$ cat src/rtl/keypad_loader.sv
// keypad_loader: synchronise, debounce and BCD-encode a one-hot 10-key keypad into a 3-digit entry register
// Ports:
//   clock       rising-edge system clock
//   clearn      asynchronous active-low reset
//   keypad      raw one-hot keys, bit i = digit i, asynchronous to clock
//   load_en     1 = accepted digits shift into the entry register, 0 = frozen
//   key_valid   one-cycle pulse per accepted press
//   key_code    BCD of the last accepted key
//   min/sec_tens/sec_ones  entry register (min : sec_tens sec_ones)
//   digits_zero all three entry digits are 0
module keypad_loader #(
  parameter int DEBOUNCE_CYCLES = 2
) (
  input  logic       clock,
  input  logic       clearn,
  input  logic [9:0] keypad,
  input  logic       load_en,
  output logic       key_valid,
  output logic [3:0] key_code,
  output logic [3:0] sec_ones,
  output logic [3:0] sec_tens,
  output logic [3:0] min,
  output logic       digits_zero
);
  typedef enum logic [1:0] {IDLE, DEBOUNCE, ACCEPT, HELD} state_t;
  localparam logic [3:0] DC = 4'(DEBOUNCE_CYCLES);
  state_t state, state_n;
  logic [9:0] s1, s2, pat_r, pat_n;
  logic [3:0] cnt, cnt_n, code, min_n, tens_n, ones_n;
  logic one_hot, released, accept, shift;
  assign one_hot = s2 != 10'd0 && (s2 & (s2 - 10'd1)) == 10'd0;
  assign released = s2 == 10'd0;
  assign accept = state == ACCEPT;
  assign shift = accept && load_en;
  assign min_n = shift ? sec_tens : min;
  assign tens_n = shift ? sec_ones : sec_tens;
  assign ones_n = shift ? code : sec_ones;
  always_comb begin
    code = 4'd0;
    for (int i = 0; i < 10; i++)
      if (pat_r[i]) code = 4'(i);
  end
  // One counter serves both the press debounce and the release debounce.
  always_comb begin
    state_n = state;
    cnt_n = cnt;
    pat_n = pat_r;
    case (state)
      IDLE:
        if (one_hot) begin
          pat_n = s2;
          cnt_n = 4'd1;
          state_n = DC == 4'd1 ? ACCEPT : DEBOUNCE;
        end
      DEBOUNCE:
        if (s2 == pat_r) begin
          cnt_n = cnt + 4'd1;
          state_n = cnt_n == DC ? ACCEPT : DEBOUNCE;
        end else begin
          cnt_n = 4'd0;
          state_n = IDLE;
        end
      ACCEPT: begin
        cnt_n = 4'd0;
        state_n = HELD;
      end
      HELD: begin
        // Multi-key patterns are not a release, so they restart the count.
        cnt_n = released ? cnt + 4'd1 : 4'd0;
        if (cnt_n == DC) begin
          cnt_n = 4'd0;
          state_n = IDLE;
        end
      end
    endcase
  end
  always_ff @(posedge clock or negedge clearn) begin
    if (!clearn) begin
      state <= IDLE;
      cnt <= 4'd0;
      s1 <= 10'd0;
      s2 <= 10'd0;
      pat_r <= 10'd0;
      key_valid <= 1'b0;
      key_code <= 4'd0;
      min <= 4'd0;
      sec_tens <= 4'd0;
      sec_ones <= 4'd0;
      digits_zero <= 1'b1;
    end else begin
      s1 <= keypad;
      s2 <= s1;
      state <= state_n;
      cnt <= cnt_n;
      pat_r <= pat_n;
      key_valid <= accept;
      key_code <= accept ? code : key_code;
      min <= min_n;
      sec_tens <= tens_n;
      sec_ones <= ones_n;
      digits_zero <= {min_n, tens_n, ones_n} == 12'd0;
    end
  end
endmodule

$ cat config.mk
export PLATFORM = sky130hd
export DESIGN_NAME = keypad_loader
export DESIGN_NICKNAME = d
export VERILOG_FILES = /design/src/rtl/keypad_loader.sv
export SDC_FILE = /design/constraint.sdc
export NUM_CORES = 1
export LEC_CHECK = 0
export BUFFER_PORTS_ARGS = -buffer_cell sky130_fd_sc_hd__buf_2
export CORE_MARGIN = 8
export CORE_UTILIZATION = 60
export DETAILED_ROUTE_END_ITERATION = 10
export GPL_TIMING_DRIVEN = 0
export PLACE_DENSITY = 0.85
export SYNTH_ARGS = -nofsm -noshare
export SYNTH_HDL_FRONTEND = slang
export SYNTH_SLANG_ARGS = --single-unit
$ cat constraint.sdc
create_clock -name clock -period 6.2 [get_ports clock]
set_input_delay 1.24 -clock clock [delete_from_list [all_inputs] [get_ports clock]]
set_output_delay 1.24 -clock clock [all_outputs]
set_load 0.005 [all_outputs]
# After elaboration in Yosys (flattened, before gate mapping)
# Cells that the tools add are included.
dict set report totals {
  n_memories 0
  latch_bits 0
  regBits 54
  mem_bits_ro 0
  wordCells 53
  output_inout_bits 18
  ramBits 0
}
dict set report classes {
  n_mux 22
  div 0
  n_mul 0
  bitwise 1
  shift 0
  reduce_logical 9
  n_eq_ne 8
  add_sub_neg 2
  magnitude_cmp 0
}
# cell count
set op_table {}
lappend op_table {{two-way mux 4 bit} 14}
lappend op_table {{zero test 10 bit} 2}
lappend op_table {{one-hot mux 4 bit (4 select lines)} 1}
lappend op_table {{zero test 12 bit} 1}
lappend op_table {{AND 10 bit} 1}
lappend op_table {{== test 10 bit} 1}
lappend op_table {{two-way mux 2 bit} 5}
lappend op_table {{nonzero test 10 bit} 1}
lappend op_table {{subtractor 10 x 1 -> 10 bit, second input constant} 1}
lappend op_table {{== test 4 x 2 -> 1 bit, second input constant} 2}
lappend op_table {{one-hot mux 2 bit (4 select lines)} 1}
lappend op_table {{adder 4 x 1 -> 4 bit, second input constant} 1}
lappend op_table {{== test 2 bit, second input constant} 2}
lappend op_table {{!= test 2 bit, second input constant} 2}
lappend op_table {{AND reduction 2 bit} 2}
lappend op_table {{== test 2 x 1 -> 1 bit, second input constant} 1}
lappend op_table {{logical AND 1 bit} 2}
lappend op_table {{zero test 2 bit} 1}
lappend op_table {{two-way mux 1 bit} 1}

# Logic depth before layout (Yosys ltp)
dict set report depth {
  word_depth 11
  mapped_depth 9
  mapped_depth_nobuf 8
}

# Worst setup path before layout
# No wires, ideal clock.
dict set report synth_path {
  path_type {reg2reg}
  start {reg s2[1]}
  end {reg pat_r[0]}
  slack_ns 3.872
  n_path_buf 0
  arrival_ns 2.203
  path_stages_with_launch 7
  required_time_ns 6.075
  path_cell_list {dfrtp_1 -> or4_1 -> or2_4 -> nor3_1 -> nor2_1 -> nand4_4 -> mux2_2}
}
dict set report synth_via {
  elab_chain_cells 5
  elab_cells_between_ends 6
  classes_between {add/sub: 1; bitwise: 1; reduce/logical: 4}
}
# element line
set synth_rtl {}
lappend synth_rtl {{start, declared} 28} ;# logic [9:0] s1, s2, pat_r, pat_n;
lappend synth_rtl {{start signal, assigned} 82} ;# s2 <= 10'd0;
lappend synth_rtl {{start signal, assigned} 92} ;# s2 <= s1;
lappend synth_rtl {{subtractor 10 x 1 -> 10 bit} 31} ;# assign one_hot = s2 != 10'd0 && (s2 & (s2 - 10'd1)) == 10'd0;
lappend synth_rtl {{AND 10 bit} 31}
lappend synth_rtl {{zero test 10 bit} 31}
lappend synth_rtl {{logical AND 1 bit *} 31}
lappend synth_rtl {{AND reduction 2 bit (no line) *} --}
lappend synth_rtl {{end signal, assigned} 95} ;# pat_r <= pat_n;
lappend synth_rtl {{end, declared} 28}
# Every way passes the cells marked *; elsewhere a longest branch is shown, timed or not.
# A chain may end at the register's enable or synchronous reset.

# Worst setup path after layout
dict set report layout_path {
  start {reg s2[1]}
  end {reg pat_r[8]}
}
# The elaborated chain is that of the path after synthesis.

==> flow_metrics.py <==
metrics = {
    "run_status": {
        "status": "completed",
    },
    "synthesis": {
        "synthCells": 199,
        "yosys.area.top_type": "dfrtp_1",
        "synthTopCellsByArea": "dfrtp_1, nand2_1, mux2_2",
        "synth_nets": 214,
        "syn-cell-area_um2": 2248,
        "synth_commonest_cells": "dfrtp_1, nand2_1, nor2_1",
        "post-synth-top-count-cell": "dfrtp_1",
        "yosysTopAreaCellShare": 0.5899,
        "ys_types": 40,
        "ys_seq_elements": 54,
        "yosysSeqAreaShare": 0.6016,
        "synth_edf_count": 0,
        "async_flop_share": 1.000,
        "ys.warnings.count": 0,
        "synth-main-ff-cell": "dfrtp_1",
        "synth.avg_cell_area_um2": 11.30,
    },
    "worst_setup_path": {
        "path_depth": 6,
        "slowest_delay_ns": 0.55,
        "cp.arrival_ns": 2.76,
        "crit_family": "simple AND/OR/NAND/NOR gates",
        "critPathLaunchType": "flop",
        "worst-r2r-cell-count": 6,
        "worstSetupPathType": "flop to flop",
        "crit_required_ns": 6.39,
        "endpoint_kind": "flop",
        "cp_num_buf_inv": 0,
        "crit_fanout": 10,
        "crit_chain": "or4_1 > or2_4 > nor3_1 > nor2_1 > nand4_4 > mux2_2",
        "critPathSlowestCell": "or4_1",
    },
    "cells_and_area": {
        "syn2layout_area_growth_pct": 13.08,
        "drive_gt1_frac": 0.2236,
        "n_fill_cell": 286,
        "nets": 251,
        "diodes": 0,
        "fin_cells": 285,
        "final_util": 0.6997,
    },
    "clock_network": {
        "cts_root_buf": "clkbuf_8",
        "clk_pin_slew_ns": 0.09,
        "ctsHoldBuffers": 0,
        "numCtsBuffers": 5,
        "clockBufferDepth": 2,
        "cts_max_level": 2,
        "cts_repair_resize_count": 0,
        "clock_latency_ns": 0.30,
        "post_cts_buffers": 0,
        "tritoncts": "built",
        "clock_sinks": 54,
    },
    "sta": {
        "fmax_mhz": 390.1,
        "finalHoldViolations": 0,
        "tns_ns": 0,
        "fin_hold_ws_ns": 0.3544,
        "post-route-min-period_ns": 2.563,
        "fin_crit_sh": 0.4134,
        "fin_skew_ns": 0.006567,
        "maxSlewViolCount": 0,
        "slew_headroom": 0.2576,
        "rsz0062_at_grt": "no",
        "tightestPinTransition_ns": 1.114,
        "setup_viol": 0,
    },
    "die": {
        "die_w_um": 77.22,
        "die_y_um": 77.22,
        "start_util": 0.6188,
        "core-area_um2": 3633,
        "io_pins": 31,
        "die_area_um2": 5962,
        "num_rows": 22,
    },
    "hold_path": {
        "min_path_type": "flop to flop",
        "holdPathStages": 0,
    },
    "pwr": {
        "vdd_drop_max_mv": 0.2014,
        "cellPowerDensity_nw_per_um2": 249.1,
        "p_leak_nw": 1.260,
    },
    "job": {
        "maxCapViolations": 0,
    },
    "global_route": {
        "grt_pass1_wl_mm": 6.969,
        "grt_usage": 0.1419,
        "grt_pass1_vias": 1573,
        "grt_max_degree": 55,
        "antenna_found_initial": 0,
        "grt.overflow.total": 0,
    },
    "detailed_routing": {
        "drcViolationCount": 0,
        "firstDrtPassIters": 4,
        "viasPerCell": 5.467,
        "drt-initial-drc-count": 68,
        "ant_nets": 0,
        "post_drt_wl_per_cell_um": 13.81,
        "vias": 1558,
        "routed_wirelength_mm": 3.937,
    },
    "place": {
        "hpwl_mm": 2.984,
        "gp_congestion": 0.7927,
        "dp.cells": 277,
        "portBuffers": 30,
    },
}
cell type report:
class | count | area [um^2] | share of cell area
timing repair buffer | 30 | 150.1 | 0.05906
clock buffer | 7 | 76.32 | 0.03002
tap | 48 | 60.06 | 0.02362
inverter | 6 | 22.52 | 0.008858
clock inverter | 1 | 7.507 | 0.002953
multi-input combinational | 136 | 862.1 | 0.3391
sequential | 54 | 1353 | 0.5320
buffer | 3 | 11.26 | 0.004429
logic make-up after synthesis:
logic type,after synthesis,share of synthesized area
fa+ha+maj,3,0.01558
simple gates,75,0.1642
xor+xnor,13,0.05064
flops,54,0.6016
compound gates,35,0.1030
mux,10,0.05008
buf+inv,9,0.01502
final timing paths:
check / from / endpoint / slack (ns)
worst max-delay path: s2[1] / pat_r[8] / 3.64
worst min-delay path: s1[0] / s2[0] / 0.35
worst max register to register: s2[1] / pat_r[8] / 3.64
worst min register to register: s1[0] / s2[0] / 0.35
max in group asynchronous: clearn / pat_r[2] / 4.37
min in group asynchronous: clearn / s1[9] / 1.15
state kept, by name, summed over array words and instances (netlist names), named ones only:
register     count
state            1
min              4
s1              10
s2              10
key_code         4
sec_tens         4
pat_r           10
cnt              4
sec_ones         4
key_valid        1
digits_zero      1
where the power goes:
group          internal [mW]  switching (mW)  total [mW]
Combinational         0.0256          0.0346      0.0602
Clock                 0.0800           0.105       0.185
Sequential             0.368          0.0200       0.388
cell usage in the layout, fill, tap and decap left out, types with 2 or more instances in the layout:
| cell type | netlist | final |
|---|---|---|
| nand3_1 | 3 | 3 |
| clkbuf_1 | 3 | 5 |
| nor2_1 | 14 | 14 |
| buf_2 | 0 | 30 |
| nor4_1 | 3 | 3 |
| nand2_1 | 33 | 33 |
| nor3_1 | 8 | 8 |
| inv_1 | 6 | 6 |
| xor2_1 | 12 | 12 |
| o21ai_0 | 12 | 12 |
| o21bai_1 | 2 | 2 |
| a31oi_1 | 2 | 2 |
| clkbuf_8 | 0 | 5 |
| ha_1 | 2 | 2 |
| and2_1 | 2 | 2 |
| mux2_2 | 10 | 10 |
| o2bb2ai_1 | 2 | 2 |
| nand4_1 | 2 | 2 |
| dfrtp_1 | 53 | 53 |
| a21o_1 | 2 | 2 |
| a21oi_1 | 5 | 5 |
| nor3b_1 | 3 | 3 |
metrics by stage:
step | setup slack (ns) | cell area (um^2) | power, mW
after floorplan | 3.872 | 2248 | 0.4310
after global placement | 3.695 | 2459 | 0.4528
after detailed placement | 3.630 | 2459 | 0.4563
after CTS | 3.623 | 2542 | 0.6414
after global routing | 3.456 | 2542 | 0.6675
final | 3.637 | 2542 | 0.6333
metal layers:
metal	vias up	track usage	wire, um
met2	41	0.2325	1872
met3	6	0.04895	246
met4	0	0.04906	56
met1	744	0.1689	1761
met5	-	0	0
li1	767	-	-
worst reg2reg max path, stage by stage (launching register included):
cell and delay, ns:
dfrtp_1 0.42, or4_1 0.55, or2_4 0.26, nor3_1 0.45, nor2_1 0.19, nand4_4 0.22, mux2_2 0.36
Note: power is estimated with default switching activity, not from simulation.
